## src/rtl/spi_req_arbiter.sv

```systemverilog
// Round-robin arbiter that shares one SPI master transaction engine among NREQ
// requesters: grant, single-cycle trigger, bounded wait for completion, done pulse.
module spi_req_arbiter #(
    parameter int NREQ    = 4,
    parameter int DW      = 32,
    parameter int TIMEOUT = 4096
) (
    input  logic                 clk,
    input  logic                 rst,
    input  logic [NREQ-1:0]      req,
    input  logic [NREQ*DW-1:0]   req_data,
    output logic [NREQ-1:0]      gnt,
    output logic [NREQ-1:0]      done,
    output logic                 err,
    output logic [DW-1:0]        rsp_data,
    output logic                 busy,
    output logic                 spi_trigger,
    output logic [DW-1:0]        spi_din,
    input  logic [DW-1:0]        spi_dout,
    input  logic                 spi_trigger_out,
    output logic [1:0]           dbg_state
);

    // Handshake: a requester holds req high until the cycle its done bit pulses;
    // gnt marks the owner from grant through that done cycle, and err qualifies
    // done. Towards the master, spi_trigger is a one-cycle start and
    // spi_trigger_out a one-cycle completion carrying spi_dout.
    localparam int PW = (NREQ > 1) ? $clog2(NREQ) : 1;
    localparam int TW = $clog2(TIMEOUT + 1);
    localparam logic [TW-1:0] TMAX = TW'(TIMEOUT);

    typedef enum logic [1:0] {
        ST_IDLE = 2'd0,
        ST_WAIT = 2'd1,
        ST_DONE = 2'd2
    } state_t;

    state_t          state_q, state_d;
    logic [PW-1:0]   ptr_q, ptr_d;
    logic [PW-1:0]   owner_q, owner_d;
    logic [TW-1:0]   timer_q, timer_d;
    logic [NREQ-1:0] gnt_q, gnt_d;
    logic [NREQ-1:0] done_q, done_d;
    logic            err_q, err_d;
    logic [DW-1:0]   rsp_q, rsp_d;
    logic            trig_q, trig_d;
    logic [DW-1:0]   din_q, din_d;

    logic            win_found;
    logic [PW-1:0]   win_idx;
    logic [PW:0]     idx_sum;
    logic [PW-1:0]   ptr_next;

    // Scan from ptr upward with wrap; the first set req bit wins.
    always_comb begin
        win_found = 1'b0;
        win_idx   = '0;
        idx_sum   = '0;
        for (int k = 0; k < NREQ; k++) begin
            idx_sum = {1'b0, ptr_q} + (PW+1)'(k);
            if (idx_sum >= (PW+1)'(NREQ)) begin
                idx_sum = idx_sum - (PW+1)'(NREQ);
            end
            if (!win_found && req[idx_sum[PW-1:0]]) begin
                win_found = 1'b1;
                win_idx   = idx_sum[PW-1:0];
            end
        end
    end

    assign ptr_next = (owner_q == PW'(NREQ - 1)) ? '0 : owner_q + PW'(1);

    always_comb begin
        state_d = state_q;
        ptr_d   = ptr_q;
        owner_d = owner_q;
        timer_d = timer_q;
        gnt_d   = gnt_q;
        done_d  = done_q;
        err_d   = err_q;
        rsp_d   = rsp_q;
        trig_d  = trig_q;
        din_d   = din_q;
        case (state_q)
            ST_IDLE: begin
                if (win_found) begin
                    gnt_d          = '0;
                    gnt_d[win_idx] = 1'b1;
                    owner_d        = win_idx;
                    din_d          = req_data[int'(win_idx) * DW +: DW];
                    trig_d         = 1'b1;
                    timer_d        = '0;
                    state_d        = ST_WAIT;
                end
            end
            ST_WAIT: begin
                trig_d = 1'b0;
                if (timer_q != TMAX) begin
                    timer_d = timer_q + TW'(1);
                end
                // A completion seen while our own trigger is still high cannot
                // belong to this transaction, so it is not accepted.
                if (spi_trigger_out && !trig_q) begin
                    rsp_d   = spi_dout;
                    err_d   = 1'b0;
                    done_d  = gnt_q;
                    state_d = ST_DONE;
                end else if (timer_q == TMAX) begin
                    err_d   = 1'b1;
                    done_d  = gnt_q;
                    state_d = ST_DONE;
                end
            end
            ST_DONE: begin
                done_d  = '0;
                gnt_d   = '0;
                ptr_d   = ptr_next;
                state_d = ST_IDLE;
            end
            default: begin
                state_d = ST_IDLE;
            end
        endcase
    end

    always_ff @(posedge clk) begin
        if (rst) begin
            state_q <= ST_IDLE;
            ptr_q   <= '0;
            owner_q <= '0;
            timer_q <= '0;
            gnt_q   <= '0;
            done_q  <= '0;
            err_q   <= 1'b0;
            rsp_q   <= '0;
            trig_q  <= 1'b0;
            din_q   <= '0;
        end else begin
            state_q <= state_d;
            ptr_q   <= ptr_d;
            owner_q <= owner_d;
            timer_q <= timer_d;
            gnt_q   <= gnt_d;
            done_q  <= done_d;
            err_q   <= err_d;
            rsp_q   <= rsp_d;
            trig_q  <= trig_d;
            din_q   <= din_d;
        end
    end

    assign gnt         = gnt_q;
    assign done        = done_q;
    assign err         = err_q;
    assign rsp_data    = rsp_q;
    assign spi_trigger = trig_q;
    assign spi_din     = din_q;
    assign busy        = (state_q != ST_IDLE);
    assign dbg_state   = state_q;

endmodule

```

## config.mk

```make
export PLATFORM = sky130hd
export DESIGN_NAME = spi_req_arbiter
export DESIGN_NICKNAME = d
export VERILOG_FILES = /design/src/rtl/spi_req_arbiter.sv
export SDC_FILE = /design/constraint.sdc
export NUM_CORES = 1
export LEC_CHECK = 0
export ABC_AREA = 0
export BUFFER_PORTS_ARGS = -buffer_cell sky130_fd_sc_hd__buf_2
export CAP_MARGIN = 20
export CORE_AREA = 5 5 105 107
export DETAILED_ROUTE_END_ITERATION = 7
export DIE_AREA = 0 0 110 112
export GPL_TIMING_DRIVEN = 0
export PLACE_DENSITY = 0.79
export SYNTH_ARGS = -nofsm -noshare
export SYNTH_HDL_FRONTEND = slang
export SYNTH_SLANG_ARGS = --single-unit
```

## constraint.sdc

```tcl
create_clock -name clk -period 2.1 [get_ports clk]
set_input_delay 0.315 -clock clk [delete_from_list [all_inputs] [get_ports clk]]
set_output_delay 0.315 -clock clk [all_outputs]
set_load 0.1 [all_outputs]
```

Word level (Yosys, flattened, before mapping) --
Index checks and enable logic that the tools add are counted.
Storage, ports and cells: register bits 93, bits in latches 0, memory bits (writable) 0, ROM bits 0, input port bits 167, output and inout bits 77, word-level logic and storage cells 100, memories kept 0
Operators by class: add/subtract/negate cells 9, $mul 0, divide/modulo/power cells 0, $lt $le $gt $ge 10, equality and inequality tests 8, shifts and indexed selects 1, multiplexer cells 39, bitwise logic cells 0, reductions and logical operators 23
Operators by type and width (number):
- $shiftx 128x8->32 | 1
- $mux 13 | 2
- $pmux 13 s2 | 1
- $mux 2 | 12
- $pmux 4 s2 | 2
- $lt 2x3->1 const B | 5
- $reduce_and 2->1 | 7
- $add 13x1->13 const B | 1
- $eq 13x13->1 const B | 1
- $ne 13x13->1 const B | 1
- $mux 1 | 12
- $mux 4 | 3
- $reduce_bool 2->1 | 5
- $ge 3x3->1 const B | 3
- $bmux 1 s2 | 4
- $sub 2x1->2 const B | 4
- $add 2x2->3 const B | 2
- $logic_and 1x1->1 | 5
- $eq 2x2->1 const B | 2
- $logic_not 1->1 | 4
- $ne 2x2->1 const B | 2
- $pmux 2 s2 | 1
- $add 2x1->3 const B | 1
- $ge 2x3->1 const B | 1
- other kinds (8) | 8

Logic depth before layout (Yosys ltp) --
depth after elaboration 20, mapped depth 9

Worst setup path after synthesis --
Ideal clock, no wire load.
kind reg2reg, start point register state_q[0], in the netlist dbg_state[0], end point register din_q[10], in the netlist spi_din[10], arrival time 2.828 ns, data required time 2.030 ns, setup slack -0.799 ns, cell stages (with the launch flop) 9, buffers on the path 1, path through dfxtp_1 -> inv_1 -> ha_1 -> inv_1 -> nor2_1 -> nor2_1 -> buf_2 -> a222oi_1 -> o21ai_1
Between the ends: longest elaborated chain between the ends 2
RTL lines:
- from (decl) | RTL line 38 | state_t state_q, state_d;
- from (signal assigned) | RTL line 139 | state_q <= state_d;
- $logic_not 2->1 | RTL line 84 | case (state_q)
- $reduce_and 2->1 (no source line)
- to (signal assigned) | RTL line 148 | din_q <= din_d;
- to (decl) | RTL line 47 | logic [DW-1:0] din_q, din_d;
Every way passes these cells. A chain may end at the register's enable or synchronous reset.

Worst setup path after layout --
start point register state_q[1], in the netlist dbg_state[1], end point register din_q[24], in the netlist spi_din[24]
Same word-level chain as after synthesis.

==> impl_summary.txt <==
----------------------------------------------------
[Detailed routing]
  Residual DRC count ... 0
  Number of vias per cell after detailed routing ... 5.403
  Number of DRC violations after detailed-routing iteration 0 ... 480
  Number of nets with antenna violations after detailed routing ... 0
  Routed WL ... 15.26 mm
  Total vias in the final route ... 4798
  Routed wire per std cell ... 17.18 um
  1st-pass router iterations ... 6

[Timing]
  Final worst path period share ... 0.9397
  Count of final hold-check violations ... 0
  Fmax ... 506.8 MHz
  Setup repair after global routing missed its margin ... no
  Slew margin rel. ... 0.5802
  Final setup violation count ... 0
  Max Slew Vio Count ... 0
  Min cycle time layout ... 1.973 ns
  Setup TNS Final ... 0 ns
  Worst Max-Slew Pin Slew ... 0.6245 ns
  Setup Skew ... 0.01360 ns

[Setup path]
  Most frequent CP cell ... and3_1
  Delay of the slowest cell on the worst path ... 0.38 ns
  CP Max Fanout ... 10
  Slowest-stage cell, CP ... dfxtp_4
  Worst Path Arrival ... 2.20 ns
  Kind of start point of the critical path ... register
  Cells along the critical path ... inv_4, ha_4, clkbuf_4, and3_1, and3_1, clkbuf_1, buf_2, a222oi_1, o21ai_1
  WP data required ... 2.33 ns
  FF-to-FF setup slack ... 0.13 ns
  Critical Path Sink Type ... register
  Category of the critical setup timing path ... reg2reg

[GRT]
  Initial antenna violation count ... 0
  Maximum number of pins on one net before global-route repair ... 18
  Final global-route overflow total ... 0
  Via count of the first global-routing pass ... 4766
  Overall global routing resource usage ... 0.2369
  Global-route wire length before repair ... 23.22 mm

[Clocking]
  Clock root buffer ... clkbuf_8
  Clock slew seen by the registers of the worst setup and hold paths ... 0.11 ns
  CTS buffer count ... 9
  Total number of clock tree sinks ... 93
  Clk_lat worst skew ... 0.36 ns
  Maximum buffer depth of the clock tree ... 2
  Clock H-tree levels ... 3
  TritonCTS clock tree ... built
  Number of buffers added for setup after CTS ... 0
  Hold buffer count at cts ... 0

[Cells and area]
  Proportion of layout cells with a drive suffix above 1 ... 0.3870
  Area growth from synthesis to layout ... 38.99%
  Number of fillers in the final layout ... 924
  Most common cell after layout, fill and taps aside ... buf_2
  Final net count ... 921
  Finished Cell Area ... 5968 sq um
  Post-route insts no fill ... 888
  ANT cells ... 0
  Highest-count cells in the layout ignoring fill and taps ... buf_2, nand2_1, dfxtp_1, a21oi_1, mux2i_1

[Pwr]
  Total leakage power ... 2.706 nW
  PD cells ... 1120 nW/um^2
  Total Power Consumption ... 6.687 mW
  Max rail drop VDD ... 0.5635 mV

[Die]
  Area of the placeable core ... 10050 sq um
  Cell row count ... 37
  Top-Level Pins ... 244
  X dimension of the die ... 110 um
  Height of the die ... 112 um
  Area enclosed by the die boundary ... 12320 sq um
  Starting density of the core ... 0.4275

[Yosys]
  Post-Synthesis Mean Instance Area ... 8.605 sq um
  Post-Synthesis Cell Area ... 4294 sq um
  Number of flip-flops and latches in the synthesized netlist ... 93
  Post-Synthesis Net Count ... 673
  Post-synth cell types ... 47
  Most used flip-flop cell after synthesis ... dfxtp_1
  Yosys synthesis warning count ... 0
  Async S/R FF share, synth ... 0
  Post-Synthesis Cells ... 499
  Post-synthesis sequential area ratio ... 0.4336
  Number of synthesized flops with an enable pin ... 0

[Placement]
  Placed instance count ... 873
  Post-Place Cell Area ... 5715 sq um
  HPWL after detailed placement ... 12.11 mm
  Final weighted congestion in routability-driven placement ... 0.8536
  Port buffer count ... 238

[Status]
  Outcome ... completed

[Min path]
  Worst hold path class ... in2reg

[Job]
  Max cap viols ... 0

----------------------------------------------------
[synth_stat cells (4+ instances only)]
master,count,area [sq um]
a21o_1,7,52.55
a21oi_1,48,240.2
a222oi_1,22,220.2
and3_1,5,31.28
buf_2,9,45.04
clkbuf_1,21,78.83
dfxtp_1,93,1862
ha_1,7,87.58
inv_1,12,45.04
mux2i_1,33,330.3
nand2_1,92,345.3
nand3_1,19,95.09
nand4_1,8,50.05
nor2_1,25,93.84
nor2b_1,4,25.02
o211ai_1,10,75.07
o21ai_0,7,35.03
o21ai_1,21,105.1
xor2_1,10,87.58
[metrics by stage]
step                utilization  setup slack, ns  hold slack [ns]
finish                   0.5941           0.1266           0.1748
global route             0.5941         0.004237           0.1672
CTS                      0.5914         0.002456           0.1561
detailed placement       0.5689          -0.1104           0.4461
global placement         0.5689         -0.06454           0.4392
floorplan                     -         -0.05560           0.4400
[sequential cells by signal (all words and copies together), names as in the netlist]
name,cells
dbg_state,2
done,4
err,1
gnt,4
owner_q,2
ptr_q,2
rsp_data,32
spi_din,32
spi_trigger,1
timer_q,13
[report_power, final]
group / internal (mW) / switching [mW] / total [mW]
Combinational: 0.686 / 2.49 / 3.17
Clock: 0.690 / 0.670 / 1.36
Sequential: 2.01 / 0.147 / 2.15
Total: 3.38 / 3.30 / 6.69
[worst max-delay path, delay by kind of cell, from the launching register on]
family | cells | cell delay, ns
buffers and inverters | 4 | 0.59
AO/OA/AOI/OAI | 2 | 0.39
flip-flops | 1 | 0.38
AND/OR/NAND/NOR | 2 | 0.31
adder cells (fa/ha/maj) | 1 | 0.16
[logic make-up (layout without fill, tap and decap cells)]
group / count (synthesis) / in the layout / synth area share
XOR/XNOR: 12 / 12 / 0.02448
AO/OA/AOI/OAI: 137 / 137 / 0.2185
AND/OR/NAND/NOR: 166 / 166 / 0.1710
multiplexers: 33 / 33 / 0.07692
buffers and inverters: 51 / 304 / 0.05507
adder cells (fa/ha/maj): 7 / 7 / 0.02040
flip-flops: 93 / 93 / 0.4336
[final cells by class]
class / instances / area (sq um) / share of cell area
multi-input cells: 355 / 2233 / 0.3742
flip-flops and latches: 93 / 1871 / 0.3134
repair buffers: 238 / 1191 / 0.1996
plain buffers: 38 / 220.2 / 0.03690
well taps: 136 / 170.2 / 0.02851
clock buffers: 9 / 123.9 / 0.02075
clock inverters: 7 / 105.1 / 0.01761
inverters: 12 / 53.80 / 0.009015
[final timing paths]
kind / start / end / depth (start not counted)
worst max register to register: dbg_state[1] / spi_din[24] / 9
worst min-delay path: spi_dout[7] / rsp_data[7] / 3
worst max-delay path: dbg_state[1] / spi_din[24] / 9
worst min register to register: rsp_data[31] / rsp_data[31] / 2
[repair_timing]
item | in CTS | in global routing
endpoints found under the hold margin | 0 | 0
gates resized for setup | 0 | 17
setup endpoints to repair | 2 | 36
pin swaps | 0 | 2
[metal layers]
metal,vias up,track usage,wire (um)
li1,2306,-,-
met3,34,0.04580,1146
met4,0,0.1022,386
met2,216,0.4029,7557
met1,2242,0.2865,6168
met5,-,0,0
Power figures use the tool's default switching activity.
